$ cat src/rtl/alu_sequencer_if.sv
// Instruction, ALU and output-stream signals of the ALU sequencer, bundled for port use.
// The sequencer connects through the slave modport; the environment uses master.
interface alu_sequencer_if #(
  parameter int unsigned DATA_W = 8
);
  localparam int unsigned INSTR_W = 16;
  localparam int unsigned OP_W    = 3;
  localparam int unsigned CNT_W   = 8;

  logic               in_valid;
  logic               in_ready;
  logic [INSTR_W-1:0] in_instr;
  logic [DATA_W-1:0]  alu_a;
  logic [DATA_W-1:0]  alu_b;
  logic [OP_W-1:0]    alu_opcode;
  logic [DATA_W-1:0]  alu_result;
  logic               out_valid;
  logic               out_ready;
  logic [DATA_W-1:0]  out_data;
  logic               zero_flag;
  logic [CNT_W-1:0]   instr_count;

  modport slave (
    input  in_valid, in_instr, alu_result, out_ready,
    output in_ready, alu_a, alu_b, alu_opcode, out_valid, out_data, zero_flag, instr_count
  );

  modport master (
    output in_valid, in_instr, alu_result, out_ready,
    input  in_ready, alu_a, alu_b, alu_opcode, out_valid, out_data, zero_flag, instr_count
  );
endinterface

$ cat src/rtl/alu_sequencer.sv
// Control side of an 8-bit ALU: decodes handshaked instructions, feeds registered operands,
// writes the ALU result back into a small register file and streams registers out.
module alu_sequencer #(
  parameter int unsigned DATA_W = 8,
  parameter int unsigned NREGS  = 4
) (
  input  logic           clk,
  input  logic           rst_n,
  alu_sequencer_if.slave bus
);
  localparam int unsigned REG_W = $clog2(NREGS);
  localparam int unsigned OP_W  = 3;
  localparam int unsigned IMM_W = 8;
  localparam int unsigned CNT_W = 8;

  localparam logic [OP_W-1:0] OP_LOADI = 3'b110;
  localparam logic [OP_W-1:0] OP_OUT   = 3'b111;
  localparam logic [OP_W-1:0] ALU_NOP  = 3'b111;

  typedef enum logic [1:0] {
    S_IDLE = 2'd0,
    S_EXEC = 2'd1,
    S_OUT  = 2'd2
  } state_t;

  typedef struct packed {
    logic [OP_W-1:0]  op;
    logic [REG_W-1:0] rd;
    logic [REG_W-1:0] rs;
    logic             rsvd;
    logic [IMM_W-1:0] imm;
  } instr_t;

  state_t state_q, state_d;

  logic [DATA_W-1:0] regs_q [NREGS];
  logic [DATA_W-1:0] regs_d [NREGS];
  logic [REG_W-1:0]  rd_q, rd_d;
  logic [OP_W-1:0]   op_q, op_d;
  logic [IMM_W-1:0]  imm_q, imm_d;
  logic [DATA_W-1:0] alu_a_q, alu_a_d;
  logic [DATA_W-1:0] alu_b_q, alu_b_d;
  logic [OP_W-1:0]   alu_op_q, alu_op_d;
  logic              out_valid_q, out_valid_d;
  logic [DATA_W-1:0] out_data_q, out_data_d;
  logic              zero_q, zero_d;
  logic [CNT_W-1:0]  cnt_q, cnt_d;
  logic              in_ready_q, in_ready_d;

  instr_t instr;
  logic   accept;
  logic   rsvd_unused;

  assign instr       = instr_t'(bus.in_instr);
  assign accept      = (state_q == S_IDLE) && bus.in_valid;
  assign rsvd_unused = instr.rsvd;

  // State register
  always_ff @(posedge clk) begin
    if (!rst_n) begin
      state_q <= S_IDLE;
    end else begin
      state_q <= state_d;
    end
  end

  // Next-state logic
  always_comb begin
    state_d = state_q;
    unique case (state_q)
      S_IDLE: begin
        if (accept) begin
          state_d = (instr.op == OP_OUT) ? S_OUT : S_EXEC;
        end
      end
      S_EXEC: state_d = S_IDLE;
      S_OUT: begin
        if (bus.out_ready) begin
          state_d = S_IDLE;
        end
      end
      default: state_d = S_IDLE;
    endcase
  end

  // Output and datapath next values; in_ready tracks the idle state one-for-one
  always_comb begin
    regs_d      = regs_q;
    rd_d        = rd_q;
    op_d        = op_q;
    imm_d       = imm_q;
    alu_a_d     = alu_a_q;
    alu_b_d     = alu_b_q;
    alu_op_d    = alu_op_q;
    out_valid_d = out_valid_q;
    out_data_d  = out_data_q;
    zero_d      = zero_q;
    cnt_d       = cnt_q;
    in_ready_d  = (state_d == S_IDLE);

    unique case (state_q)
      S_IDLE: begin
        if (accept) begin
          rd_d     = instr.rd;
          op_d     = instr.op;
          imm_d    = instr.imm;
          alu_a_d  = regs_q[instr.rd];
          alu_b_d  = regs_q[instr.rs];
          alu_op_d = (instr.op == OP_LOADI || instr.op == OP_OUT) ? ALU_NOP : instr.op;
          if (instr.op == OP_OUT) begin
            out_valid_d = 1'b1;
            out_data_d  = regs_q[instr.rd];
          end
        end
      end
      S_EXEC: begin
        if (op_q == OP_LOADI) begin
          regs_d[rd_q] = DATA_W'(imm_q);
        end else begin
          regs_d[rd_q] = bus.alu_result;
          zero_d       = (bus.alu_result == '0);
        end
        cnt_d = cnt_q + CNT_W'(1);
      end
      S_OUT: begin
        if (bus.out_ready) begin
          out_valid_d = 1'b0;
          cnt_d       = cnt_q + CNT_W'(1);
        end
      end
      default: ;
    endcase
  end

  // Datapath and output registers
  always_ff @(posedge clk) begin
    if (!rst_n) begin
      for (int i = 0; i < int'(NREGS); i++) begin
        regs_q[i] <= '0;
      end
      rd_q        <= '0;
      op_q        <= '0;
      imm_q       <= '0;
      alu_a_q     <= '0;
      alu_b_q     <= '0;
      alu_op_q    <= ALU_NOP;
      out_valid_q <= 1'b0;
      out_data_q  <= '0;
      zero_q      <= 1'b0;
      cnt_q       <= '0;
      in_ready_q  <= 1'b1;
    end else begin
      regs_q      <= regs_d;
      rd_q        <= rd_d;
      op_q        <= op_d;
      imm_q       <= imm_d;
      alu_a_q     <= alu_a_d;
      alu_b_q     <= alu_b_d;
      alu_op_q    <= alu_op_d;
      out_valid_q <= out_valid_d;
      out_data_q  <= out_data_d;
      zero_q      <= zero_d;
      cnt_q       <= cnt_d;
      in_ready_q  <= in_ready_d;
    end
  end

  assign bus.in_ready    = in_ready_q;
  assign bus.alu_a       = alu_a_q;
  assign bus.alu_b       = alu_b_q;
  assign bus.alu_opcode  = alu_op_q;
  assign bus.out_valid   = out_valid_q;
  assign bus.out_data    = out_data_q;
  assign bus.zero_flag   = zero_q;
  assign bus.instr_count = cnt_q;

endmodule

$ cat src/flat_wrapper.sv
// flat-port wrapper written by rule: the top's interface ports become plain ports
module alu_sequencer_flat 
#(
  parameter int unsigned DATA_W = 8,
  parameter int unsigned NREGS  = 4
)
  (clk, rst_n, bus_in_valid, bus_in_instr, bus_alu_result, bus_out_ready, bus_in_ready, bus_alu_a, bus_alu_b, bus_alu_opcode, bus_out_valid, bus_out_data, bus_zero_flag, bus_instr_count);
  alu_sequencer_if #(.DATA_W(DATA_W)) bus_i ();
  input  logic clk;
  input  logic rst_n;
  input wire logic [$bits(bus_i.in_valid)-1:0] bus_in_valid;
  input wire logic [$bits(bus_i.in_instr)-1:0] bus_in_instr;
  input wire logic [$bits(bus_i.alu_result)-1:0] bus_alu_result;
  input wire logic [$bits(bus_i.out_ready)-1:0] bus_out_ready;
  output wire logic [$bits(bus_i.in_ready)-1:0] bus_in_ready;
  output wire logic [$bits(bus_i.alu_a)-1:0] bus_alu_a;
  output wire logic [$bits(bus_i.alu_b)-1:0] bus_alu_b;
  output wire logic [$bits(bus_i.alu_opcode)-1:0] bus_alu_opcode;
  output wire logic [$bits(bus_i.out_valid)-1:0] bus_out_valid;
  output wire logic [$bits(bus_i.out_data)-1:0] bus_out_data;
  output wire logic [$bits(bus_i.zero_flag)-1:0] bus_zero_flag;
  output wire logic [$bits(bus_i.instr_count)-1:0] bus_instr_count;
  assign bus_i.in_valid = bus_in_valid;
  assign bus_i.in_instr = bus_in_instr;
  assign bus_i.alu_result = bus_alu_result;
  assign bus_i.out_ready = bus_out_ready;
  assign bus_in_ready = bus_i.in_ready;
  assign bus_alu_a = bus_i.alu_a;
  assign bus_alu_b = bus_i.alu_b;
  assign bus_alu_opcode = bus_i.alu_opcode;
  assign bus_out_valid = bus_i.out_valid;
  assign bus_out_data = bus_i.out_data;
  assign bus_zero_flag = bus_i.zero_flag;
  assign bus_instr_count = bus_i.instr_count;
  alu_sequencer #(.DATA_W(DATA_W), .NREGS(NREGS)) u_core (.clk(clk), .rst_n(rst_n), .bus(bus_i));
endmodule
$ cat config.mk
export PLATFORM = sky130hd
export DESIGN_NAME = alu_sequencer_flat
export DESIGN_NICKNAME = d
export VERILOG_FILES = /design/src/rtl/alu_sequencer_if.sv /design/src/rtl/alu_sequencer.sv /design/src/flat_wrapper.sv
export SDC_FILE = /design/constraint.sdc
export NUM_CORES = 1
export LEC_CHECK = 0
export ABC_AREA = 1
export BUFFER_PORTS_ARGS = -buffer_cell sky130_fd_sc_hd__clkbuf_2
export CAP_MARGIN = 25
export CORE_ASPECT_RATIO = 0.75
export CORE_UTILIZATION = 50
export CTS_CLUSTER_SIZE = 30
export DETAILED_ROUTE_END_ITERATION = 7
export PLACE_DENSITY = 0.75
export SLEW_MARGIN = 20
export SYNTH_ARGS = -nofsm -noshare
export SYNTH_HDL_FRONTEND = slang
export SYNTH_SLANG_ARGS = --single-unit
$ cat constraint.sdc
create_clock -name clk -period 1.3 [get_ports clk]
set_input_delay 0.39 -clock clk [delete_from_list [all_inputs] [get_ports clk]]
set_output_delay 0.39 -clock clk [all_outputs]
set_load 0.01 [all_outputs]
==> results.txt <==
----------------------------------------------------
[Setup path]
  Worst reg2reg path endpoint ... u_core.regs_q[10]$_SDFFE_PN0P_
  Minimum setup slack among reg-to-reg paths ... -20 ps
  Kind of end point of the critical path ... flip-flop
  Reg2reg start ... u_core.state_q[1]$_SDFF_PN0_
  Worst reg-to-reg path cell count ... 6
  Critical Path Source Type ... flip-flop
  Critical path arrival ... 1580 ps
  CP Class ... reg2reg
  CP required ... 1550 ps
  CP max FO ... 8

[STA]
  Hold violation total from the final report ... 0
  Setup violations, final ... 5
  Clock tree skew after final layout ... 6.10 ps
  Setup ws final ... -24.2 ps
  Slew of the pin with the lowest slew margin ... 382 ps
  Slew Limit Headroom ... 0.743
  Ratio of final minimum period to clock period ... 1.02
  Highest clock rate ... 755 MHz
  Min Clock Period, post-route ... 1320 ps
  Max-slew violations ... 0
  Post-Route Setup TNS ... -68.8 ps
  RSZ-0062 raised after global routing ... true

[Clocking]
  CTS root buffer ... clkbuf_8
  Clk pin slew, worst setup/hold paths ... 90 ps
  TritonCTS clock tree ... yes
  TritonCTS Sinks ... 85
  Worst skew pair latency ... 360 ps
  Number of buffers created by CTS ... 9
  Htree depth ... 3
  Max Buffers Root-to-Sink ... 2

[Die]
  Placeable Area ... 0.00740 sq mm
  Starting utilization of the core area ... 0.521
  Row count ... 27
  Area enclosed by the die boundary ... 0.00806 sq mm
  Overall die width ... 103 microns
  Die Ht ... 78.0 microns
  Boundary Pins ... 66

[Global route]
  Global route total overflow ... 0
  Pin count of the biggest net entering global routing ... 39
  Wire length of the first global-routing pass ... 15,200 microns
  Total track usage ... 0.247
  Via count of the first global-routing pass ... 3,309
  Number of antenna violations at the first check in global routing ... 0

[Route]
  Violation count after the first detailed-route iteration ... 215
  Total Wirelength ... 9980 microns
  Number of routed nets with antenna violations ... 0
  WL/cell ... 13.0 microns
  Residual DRC count ... 0
  Vias per cell ... 5.14
  Pre-antenna DRT Iters ... 5
  Via count of the routed design ... 3,941

[Synth]
  Post-synth cell types ... 19
  Synthesized netlist net count ... 599
  Cell type contributing the most total cell area after synthesis ... dfxtp_1
  Proportion of synthesized chip area in sequential cells ... 0.442
  Biggest area contributors in the synthesized netlist ... dfxtp_1, nand2_1, nor2_1, o21ai_0, inv_1
  Cell area after synthesis ... 0.00385 sq mm
  Count of state elements after synthesis ... 85
  Syn. warnings ... 0
  Top-area cell type share of the netlist area ... 0.442
  Number of instances in the synthesized netlist ... 570
  Average footprint of a synthesized cell ... 6.76 sq um

[Final layout]
  Commonest non-fill, non-tap cell in the layout ... nand2_1
  Share of cells above drive strength 1 ... 0.236
  Final cell area excluding filler cells ... 0.00487 sq mm
  ANT cells ... 0
  Area growth from synthesis to layout ... 26.5%
  Nets ... 690
  Non-filler instance count after layout ... 767
  Most frequent cells in the layout ... nand2_1, nor2_1, dfxtp_1

[Hold path]
  Instance count along the most critical hold path ... 3
  Type of the tightest min-delay check ... in2reg
  Min-Delay Endpoint ... u_core.bus.alu_opcode[1]$_SDFFE_PN1P_
  Hold path start ... bus_in_instr[14]

[Status]
  Failing checks ... setup timing
  Run status ... complete, but fails checks

[Pwr]
  Maximum vdd ir drop ... 0.897 mV
  Pleak ... 2.22 nW
  Total chip power ... 5.73 mW
  Power Density ... 1180 mW/mm^2

[Flow run]
  Max Cap Violations ... 0

[Placed design]
  Placer Congestion ... 0.883
  Post-place setup slack ... -73.0 ps
  Total instance count after detailed placement ... 736
  Detailed placement HPWL ... 7160 microns
  Area after DPL ... 0.00444 sq mm
  PortBufs ... 64

----------------------------------------------------
## how the worst max path moves through the flow
stage	endpoint	start	slack (ps)	cells past startpoint
2_1_floorplan	u_core.bus.alu_a[4]$_SDFFE_PN0P_	bus_in_instr[11]	50	8
3_3_place_gp	u_core.regs_q[14]$_SDFFE_PN0P_	u_core.op_q[0]$_SDFFE_PN0P_	-80	5
3_5_place_dp	u_core.regs_q[23]$_SDFFE_PN0P_	u_core.op_q[0]$_SDFFE_PN0P_	-70	7
4_1_cts	u_core.regs_q[10]$_SDFFE_PN0P_	u_core.op_q[0]$_SDFFE_PN0P_	-90	5
5_1_grt	u_core.regs_q[10]$_SDFFE_PN0P_	u_core.state_q[1]$_SDFF_PN0_	-70	6
6_report	u_core.regs_q[10]$_SDFFE_PN0P_	u_core.state_q[1]$_SDFF_PN0_	-20	6
## power by group
part	switching, mW	internal, mW	total (mW)
registers	0.0762	2.72	2.80
logic	0.478	0.321	0.799
clock network	0.983	1.15	2.13
total	1.54	4.19	5.73
## through the flow
stage          utilization  hold WS (ps)
6_report             0.659           297
5_1_grt              0.659           299
4_1_cts              0.632           289
3_5_place_dp         0.600           438
3_3_place_gp         0.600           433
2_1_floorplan            -           424
## cell type report
class	instances	area (sq um)
Fill cell	666	2520
Multi-Input combinational cell	392	1820
Sequential cell	85	1720
Timing Repair Buffer	105	711
Inverter	68	258
Clock buffer	10	138
Tap cell	101	126
Clock inverter	6	93.8
## Yosys cell counts, drive strengths merged
library cell and number:
ha 1, o21ai 66, a21oi 44, clkbuf 13, nor2 105, o211ai 8, nand3 32, dfxtp 85
nand4 3, inv 68, nor3 6, buf 13, nand3b 2, nand2 124
## worst max-delay path, stage by stage, from the launching register on
cell,delay [ps]
dfxtp_1,340
inv_2,90
nand2_4,120
nor3_4,330
inv_2,150
nor2_2,140
nor2_1,50
## timing repair
action	4_1_cts	5_1_grt
cloned	0	1
pin swaps	0	6
resized for setup	5	34
buffers inserted	0	14
setup endpoints to repair	36	69
hold buffers	0	0
## per-layer routing
metal | vias to the layer above | track usage | wire length (microns)
li1 | 1989 | - | -
met1 | 1790 | 0.358 | 4670
met2 | 150 | 0.360 | 4400
met3 | 12 | 0.0508 | 775
met4 | 0 | 0.0873 | 144
met5 | - | 0 | 0
## flip-flops by register name, indices dropped and copies added, names as in the netlist, 2 cells and up
signal,cells
u_core.rd_q,2
u_core.op_q,3
u_core.regs_q,32
u_core.imm_q,8
u_core.state_q,2
u_core.bus.out_data,8
u_core.bus.alu_a,8
u_core.bus.instr_count,8
u_core.bus.alu_b,8
u_core.bus.alu_opcode,3
## cells by family (layout without fill, tap and decap cells)
kind of cell | count (synthesis) | count (layout) | share of synthesized area
AO/OA/AOI/OAI | 118 | 118 | 0.158
adder cells (fa/ha/maj) | 1 | 1 | 0.00325
AND/OR/NAND/NOR | 272 | 273 | 0.297
flip-flops | 85 | 85 | 0.442
buffers and inverters | 94 | 189 | 0.0997
Power figures use the tool's default switching activity.
